--- src/rtl/branch_resolution_unit_pkg.sv ---
// Shared definitions for the execute-stage branch resolution unit:
// branch condition codes and the post-redirect FSM state type.
package branch_resolution_unit_pkg;

  localparam logic [2:0] F3_BEQ  = 3'b000;
  localparam logic [2:0] F3_BNE  = 3'b001;
  localparam logic [2:0] F3_BLT  = 3'b100;
  localparam logic [2:0] F3_BGE  = 3'b101;
  localparam logic [2:0] F3_BLTU = 3'b110;
  localparam logic [2:0] F3_BGEU = 3'b111;

  typedef enum logic {
    BRU_RUN    = 1'b0,
    BRU_SHADOW = 1'b1
  } bru_state_t;

endpackage

--- src/rtl/branch_resolution_unit_comparator.sv ---
// Combinational branch condition evaluator. Unused funct3 codes
// (010, 011) evaluate as not-taken.
module branch_comparator
  import branch_resolution_unit_pkg::*;
(
  input  logic [31:0] i_rs1,
  input  logic [31:0] i_rs2,
  input  logic [2:0]  i_funct3,
  output logic        o_cond
);

  logic w_eq;
  logic w_lt;
  logic w_ltu;

  assign w_eq  = (i_rs1 == i_rs2);
  assign w_lt  = ($signed(i_rs1) < $signed(i_rs2));
  assign w_ltu = (i_rs1 < i_rs2);

  always_comb begin
    o_cond = 1'b0;
    case (i_funct3)
      F3_BEQ:  o_cond = w_eq;
      F3_BNE:  o_cond = !w_eq;
      F3_BLT:  o_cond = w_lt;
      F3_BGE:  o_cond = !w_lt;
      F3_BLTU: o_cond = w_ltu;
      F3_BGEU: o_cond = !w_ltu;
      default: o_cond = 1'b0;
    endcase
  end

endmodule

--- src/rtl/branch_resolution_unit.sv ---
// Execute-stage branch/jump resolution with mispredict flush and post-redirect
// shadow FSM. Define BRU_PERF_COUNTERS_EN to build the saturating perf counters.
module branch_resolution_unit
  import branch_resolution_unit_pkg::*;
#(
  parameter int SHADOW_CYCLES = 1,
  parameter int CNT_W         = 32
) (
  input  logic             CLK,
  input  logic             RST,
  input  logic             Stall_E,
  input  logic             Branch_E,
  input  logic             Jump_E,
  input  logic             Jalr_E,
  input  logic [2:0]       Funct3_E,
  input  logic [31:0]      RS1_E,
  input  logic [31:0]      RS2_E,
  input  logic [31:0]      Imm_E,
  input  logic [31:0]      PC_E,
  input  logic             Predict_Taken_E,
  output logic             Branch_Taken_E,
  output logic [31:0]      PC_Target_E,
  output logic [31:0]      PC_Plus_4_E,
  output logic             Resolve_Valid_E,
  output logic             Mispredict_E,
  output logic             Flush_D,
  output logic             Flush_E,
  output logic [CNT_W-1:0] Branch_Count,
  output logic [CNT_W-1:0] Mispredict_Count
);

  localparam logic [1:0] SHADOW_LOAD = 2'(SHADOW_CYCLES - 1);

  bru_state_t  r_state;
  bru_state_t  w_state_nxt;
  logic [1:0]  r_shadow_cnt;
  logic [1:0]  w_shadow_cnt_nxt;
  logic        w_cond;
  logic        w_active;
  logic [31:0] w_jalr_sum;

  branch_comparator u_cmp (
    .i_rs1    (RS1_E),
    .i_rs2    (RS2_E),
    .i_funct3 (Funct3_E),
    .o_cond   (w_cond)
  );

  assign w_jalr_sum  = RS1_E + Imm_E;
  assign PC_Target_E = (Jump_E && Jalr_E) ? {w_jalr_sum[31:1], 1'b0} : (PC_E + Imm_E);
  assign PC_Plus_4_E = PC_E + 32'd4;

  always_ff @(posedge CLK) begin
    if (RST) begin
      r_state      <= BRU_RUN;
      r_shadow_cnt <= 2'd0;
    end else begin
      r_state      <= w_state_nxt;
      r_shadow_cnt <= w_shadow_cnt_nxt;
    end
  end

  // Shadow countdown only advances on unstalled cycles.
  always_comb begin
    w_state_nxt      = r_state;
    w_shadow_cnt_nxt = r_shadow_cnt;
    case (r_state)
      BRU_RUN: begin
        if (Mispredict_E) begin
          w_state_nxt      = BRU_SHADOW;
          w_shadow_cnt_nxt = SHADOW_LOAD;
        end
      end
      BRU_SHADOW: begin
        if (!Stall_E) begin
          if (r_shadow_cnt == 2'd0) w_state_nxt = BRU_RUN;
          else                      w_shadow_cnt_nxt = r_shadow_cnt - 2'd1;
        end
      end
      default: w_state_nxt = BRU_RUN;
    endcase
  end

  always_comb begin
    w_active        = !RST && !Stall_E && (r_state == BRU_RUN);
    Branch_Taken_E  = w_active && ((Branch_E && w_cond) || Jump_E);
    Resolve_Valid_E = w_active && Branch_E;
    Mispredict_E    = w_active && (Branch_E || Jump_E) && (Predict_Taken_E != Branch_Taken_E);
    Flush_D         = Mispredict_E;
    Flush_E         = Mispredict_E;
  end

`ifdef BRU_PERF_COUNTERS_EN
  localparam logic [CNT_W-1:0] CNT_MAX = '1;
  localparam logic [CNT_W-1:0] CNT_ONE = {{(CNT_W-1){1'b0}}, 1'b1};

  logic [CNT_W-1:0] r_branch_cnt;
  logic [CNT_W-1:0] r_mispredict_cnt;

  always_ff @(posedge CLK) begin
    if (RST) begin
      r_branch_cnt     <= '0;
      r_mispredict_cnt <= '0;
    end else if (!Stall_E) begin
      if (Resolve_Valid_E && (r_branch_cnt != CNT_MAX))
        r_branch_cnt <= r_branch_cnt + CNT_ONE;
      if (Mispredict_E && (r_mispredict_cnt != CNT_MAX))
        r_mispredict_cnt <= r_mispredict_cnt + CNT_ONE;
    end
  end

  assign Branch_Count     = r_branch_cnt;
  assign Mispredict_Count = r_mispredict_cnt;
`else
  assign Branch_Count     = '0;
  assign Mispredict_Count = '0;
`endif

endmodule
--- config.mk ---
export PLATFORM = sky130hd
export DESIGN_NAME = branch_resolution_unit
export DESIGN_NICKNAME = d
export VERILOG_FILES = /design/src/rtl/branch_resolution_unit_pkg.sv /design/src/rtl/branch_resolution_unit_comparator.sv /design/src/rtl/branch_resolution_unit.sv
export SDC_FILE = /design/constraint.sdc
export NUM_CORES = 1
export LEC_CHECK = 0
export CAP_MARGIN = 20
export CORE_UTILIZATION = 47
export DETAILED_ROUTE_END_ITERATION = 12
export PLACE_DENSITY_LB_ADDON = 0.15
export SYNTH_ARGS = -nofsm -noshare
export SYNTH_HDL_FRONTEND = slang
export SYNTH_HIERARCHICAL = 1
export SYNTH_SLANG_ARGS = --single-unit
export TNS_END_PERCENT = 10
--- constraint.sdc ---
create_clock -name CLK -period 9.9 [get_ports CLK]
set_input_delay 2.475 -clock CLK [delete_from_list [all_inputs] [get_ports CLK]]
set_output_delay 2.475 -clock CLK [all_outputs]
set_load 0.01 [all_outputs]
==> qor.yml, run 1 <==
floorplan:
  coreArea_mm2: 0.0121
  die_area_mm2: 0.0128
  die_height_um: 113
  die_w_um: 113
  start_util_pct: 48.3
  io_pins: 271
  rows: 40
route:
  initialDrtViolationCount: 310
  route.final.wire_length_um: 18000
  route.detailed.drc: 0
  routed_via_density: 5.51
  dr.pass1.iters: 5
  wire_per_inst_um: 15.1
  ant_nets: 0
  num_vias: 6558
placement:
  globalplace.congestion: 0.947
  place_hpwl_um: 15400
  dp_slack_ps: 1370
  placement.io_buffers: 206
layout:
  final_util_pct: 64.8
  fillers: 1131
  n_antenna_cell: 0
  nets: 1259
  multi_input_area_mm2: 0.00519
  area_growth_pct: 34.3
  regArea_um2: 60.1
  mostFrequentLayoutCell: "clkdlybuf4s50_1"
  final_cell_mix: "clkdlybuf4s50_1, ha_1, a21oi_1"
  drive_gt1_share_pct: 3.13
setup_path:
  cp.required_ps: 7430
  r2r-end: "r_shadow_cnt[0]$_SDFFE_PP0P_"
  reg2regPathDepth: 6
  startpoint: "Imm_E[0]"
  rrSetupSlack_ps: 8520
  worst_setup_path_start_kind: "input pin"
  path_class: "in -> out"
  r2r_start: "r_state$_SDFF_PP0_"
  cp-end-kind: "output port"
  path_max_fanout: 3
  crit_arrival_ps: 6070
global_route:
  antenna_found_initial: 0
  grt_pass1_vias: 5899
  grt_overflow: 0
  grt_max_degree: 28
  grt_pass1_wl_um: 28600
  grt_use_total_pct: 27.2
logic_synthesis:
  syn_area_mm2: 0.00582
  yosysWarnings: 6
  syn_area_per_cell_um2: 6.97
  synth_top_area_share_pct: 20.4
  synth_edf_count: 0
  synth_flop_cell: "dfxtp_1"
  ys_seq_area_share_pct: 1.03
  async_flop_share_pct: 0
  ys_types: 79
  synthTopCellsByArea: "ha_1, buf_4, a21oi_1"
  yosys_register_bits: 3
  synth_top_area_cell: "ha_1"
  synthesis.instances: 835
clock_tree:
  cts_made_buffers: 3
  hold_buffers: 0
  htree_num_levels: 1
  clkLatencyLatePin_ps: 230
  cts_tree: "done"
  post-cts-setup-buffers: 0
  cts_sinks: 3
  cts_root_buf: "clkbuf_16"
  cts.path.max_buffers: 2
  cts.clk_slew.worst_paths_ps: 30
  cts_resized: 0
sta:
  setup_tns_ps: 0
  slew_violations: 0
  setup_ws_ps: 1350
  max_slew_margin_pct: 44.2
  tightest_slew_ps: 829
  min_period_ps: 8550
  rsz0062_at_grt: "false"
  finalCritPeriodShare_pct: 86.3
  finalHoldViolCount: 0
  worst_clock_skew_ps: 2.42
  max_freq_ghz: 0.117
  setup_viol: 0
power:
  powerDensity_mw_per_mm2: 70.7
  peakVddDrop_mv: 0.0375
  leakage_nw: 3.50
run:
  max_cap_viol_count: 0
worst_hold_path:
  hp-start: "r_shadow_cnt[1]$_SDFFE_PP0P_"
  hp-class: "reg -> reg"
  whs_endpoint: "r_shadow_cnt[1]$_SDFFE_PP0P_"
  hold_depth: 2
run_status:
  status: "finished, final reports clean"
## worst max-delay path by stage
stage                      endpoint
floorplan                   Flush_E
global placement    PC_Target_E[24]
detailed placement  PC_Target_E[24]
CTS                 PC_Target_E[24]
global route                Flush_D
finish              PC_Target_E[24]
## routing by layer
layer | GRT usage (%) | routed length, µm | up-vias
li1 | - | - | 3300
met1 | 37.7 | 8410 | 2974
met2 | 46.4 | 8160 | 272
met3 | 2.73 | 1280 | 12
met4 | 3.86 | 166 | 0
met5 | 0 | 0 | -
## critical path: stages
cell and delay (ps):
clkdlybuf4s50_1 450, ha_1 240, fa_1 450, a211oi_2 260, o21ai_1 180, a31o_2 300
o2111ai_1 300, a31oi_1 230, a41oi_1 310, mux2i_1 230, a31o_1 110, clkdlybuf4s50_1 540
## sequential cells by signal (all words and copies together), names as in the netlist
register,cells
r_shadow_cnt,2
r_state,1
## cell type report
cell class                 count  share of cell area [%]
multi-input combinational    754                    66.4
timing repair buffer         208                    26.6
tap                          168                    2.69
inverter                      54                    2.59
clock buffer                   4                    1.01
sequential                     3                   0.768
## per-stage QoR
step	instance area [µm²]	hold slack, ps	std cells	power (mW)
global placement	7740	461	1187	0.479
detailed placement	7740	465	1187	0.482
floorplan	6060	439	898	0.307
CTS	7820	487	1191	0.550
global route	7820	516	1191	0.599
finish	7820	494	1191	0.553
## where the power goes
| group | switching [mW] | leakage [nW] | internal (mW) |
|---|---|---|---|
| combinational | 0.242 | 3.44 | 0.234 |
| sequential | 0.000229 | 0.0242 | 0.0124 |
| clock | 0.0115 | 0.0382 | 0.0532 |
## Yosys cell counts, types with 9 or more instances
cell type   n
ha_1       95
a21oi_1    84
buf_4      72
nand2_1    69
inv_1      54
nor2_1     49
o21ai_0    42
xnor2_1    41
a21o_1     34
nand3_1    32
xor2_1     30
nand4_1    23
nor3_1     16
clkbuf_1   13
a211oi_1   10
and2_1     10
nand2b_1   10
o211ai_1   10
and3_1      9
nor2b_1     9
## kinds of logic (layout without fill, tap and decap cells)
kind of cell             after synthesis  count (layout)  synth area share (%)
XOR/XNOR                              71              71                  10.7
other                                  1              64                0.0644
buffers and inverters                141             266                  13.9
AO/OA/AOI/OAI                        254             254                  29.2
adder cells (fa/ha/maj)               97              97                  21.1
flip-flops                             3               3                  1.03
AND/OR/NAND/NOR                      260             260                  22.6
multiplexers                           8               8                  1.42
Note: power is estimated with default switching activity, not from simulation.
==> run 2: changes to the inputs <==
--- a/config.mk
+++ b/config.mk
@@ -7,6 +7,7 @@
 export LEC_CHECK = 0
 export CAP_MARGIN = 20
 export CORE_UTILIZATION = 47
+export CTS_CLUSTER_DIAMETER = 120
 export DETAILED_ROUTE_END_ITERATION = 12
 export PLACE_DENSITY_LB_ADDON = 0.15
 export SYNTH_ARGS = -nofsm -noshare
==> results of run 2 <==
Final layout, timing and power as in run 1 (identical DEF).
==> run 3: changes to the inputs <==
--- a/config.mk
+++ b/config.mk
@@ -9,6 +9,7 @@
 export CORE_UTILIZATION = 47
 export CTS_CLUSTER_DIAMETER = 120
 export DETAILED_ROUTE_END_ITERATION = 12
+export GPL_TIMING_DRIVEN = 0
 export PLACE_DENSITY_LB_ADDON = 0.15
 export SYNTH_ARGS = -nofsm -noshare
 export SYNTH_HDL_FRONTEND = slang
==> qor.yml, run 3 (synthesis results as in run 1) <==
placement:
  globalplace.congestion: 0.936
  placement.io_buffers: 206
  placed_cell_area_mm2: 0.00833
  dp_slack_ps: 1270
  place_hpwl_um: 16100
  placedCellCount: 1272
setup_path:
  cp-end-kind: "output port"
  path_max_fanout: 3
  rrSetupSlack_ps: 8530
  path_class: "in -> out"
  reg2regPathDepth: 6
  cp.required_ps: 7430
  crit_arrival_ps: 6230
  worst_setup_path_start_kind: "input pin"
layout:
  finalInstanceArea_mm2: 0.00841
  fillers: 1104
  final_cell_mix: "clkdlybuf4s50_1, ha_1, a21oi_1"
  area_growth_pct: 44.5
  regMostFlops: "r_shadow_cnt"
  nets: 1344
  final_util_pct: 69.7
  drive_gt1_share_pct: 9.39
  multi_input_area_mm2: 0.00519
  largest_reg_flops: 2
  n_antenna_cell: 0
  top_regs: "r_shadow_cnt: 2 flops, r_state: 1 flops"
  final_cells: 1276
  mostFrequentLayoutCell: "clkdlybuf4s50_1"
  regArea_um2: 60.1
route:
  dr.pass1.iters: 6
  route.final.wire_length_um: 18900
  wire_per_inst_um: 14.8
  ant_nets: 0
  route.detailed.drc: 0
  routed_via_density: 5.35
  initialDrtViolationCount: 343
  num_vias: 6831
global_route:
  antenna_found_initial: 0
  grt_overflow: 0
  grt_max_degree: 11
  grt_use_total_pct: 28.5
  grt_pass1_wl_um: 29900
  grt_pass1_vias: 6276
floorplan:
  start_util_pct: 48.3
  die_height_um: 113
  io_pins: 271
  coreArea_mm2: 0.0121
  rows: 40
  die_area_mm2: 0.0128
  die_w_um: 113
run:
  max_cap_viol_count: 0
clock_tree:
  cts_sinks: 3
  cts_made_buffers: 3
  hold_buffers: 0
  cts.path.max_buffers: 2
  cts_root_buf: "clkbuf_16"
  post-cts-setup-buffers: 0
  cts.clk_slew.worst_paths_ps: 30
  htree_num_levels: 1
  cts_resized: 0
  cts_tree: "done"
  clkLatencyLatePin_ps: 220
sta:
  setup_viol: 0
  worst_clock_skew_ps: 0.114
  holdWs_ps: 477
  max_freq_ghz: 0.115
  finalCritPeriodShare_pct: 87.9
  rsz0062_at_grt: "false"
  slew_violations: 0
  finalHoldViolCount: 0
  min_period_ps: 8710
  setup_ws_ps: 1190
  tightest_slew_ps: 866
  max_slew_margin_pct: 41.7
  setup_tns_ps: 0
power:
  powerDensity_mw_per_mm2: 68.7
  peakVddDrop_mv: 0.0608
  fin_total_pwr_mw: 0.577
  leakage_nw: 3.90
run_status:
  status: "finished, final reports clean"
worst_hold_path:
  hold_depth: 2
  hp-class: "reg -> reg"
## run 3: cell count changes in the layout (fill, tap and decap cells not counted), sizes merged
cell,previous run,this run
buf,2,74
clkbuf,4,17
## run 3: power breakdown
part	internal (mW)	switching, mW
registers	0.0124	0.000211
clock network	0.0532	0.0114
logic	0.252	0.248
total	0.317	0.260
## run 3: final timing paths
path / startpoint / end
worst min register to register: r_shadow_cnt[1]$_SDFFE_PP0P_ / r_shadow_cnt[1]$_SDFFE_PP0P_
worst max-delay path: Imm_E[0] / PC_Target_E[24]
worst max register to register: r_state$_SDFF_PP0_ / r_shadow_cnt[0]$_SDFFE_PP0P_
worst min-delay path: r_shadow_cnt[1]$_SDFFE_PP0P_ / r_shadow_cnt[1]$_SDFFE_PP0P_
## run 3: final cells by class
class / count / area share [%]
plain buffers: 87 / 7.20
flip-flops and latches: 3 / 0.714
clock buffers: 4 / 0.938
well taps: 168 / 2.50
multi-input cells: 754 / 61.7
repair buffers: 206 / 24.5
inverters: 54 / 2.41
## run 3: critical path, cell delays in order
cell,delay (ps)
clkdlybuf4s50_1,470
ha_1,260
fa_1,440
a211oi_2,280
o21ai_1,160
a31o_2,290
o2111ai_1,310
a31oi_1,240
a41oi_1,380
mux2i_1,250
a31o_1,120
clkdlybuf4s50_1,540
## run 3: metal layers
metal  global-route usage [%]  part of all wire (%)
met5                        0                     0
met4                     5.96                   1.9
met3                     4.23                   8.3
met1                     38.1                    45
met2                     48.4                    44
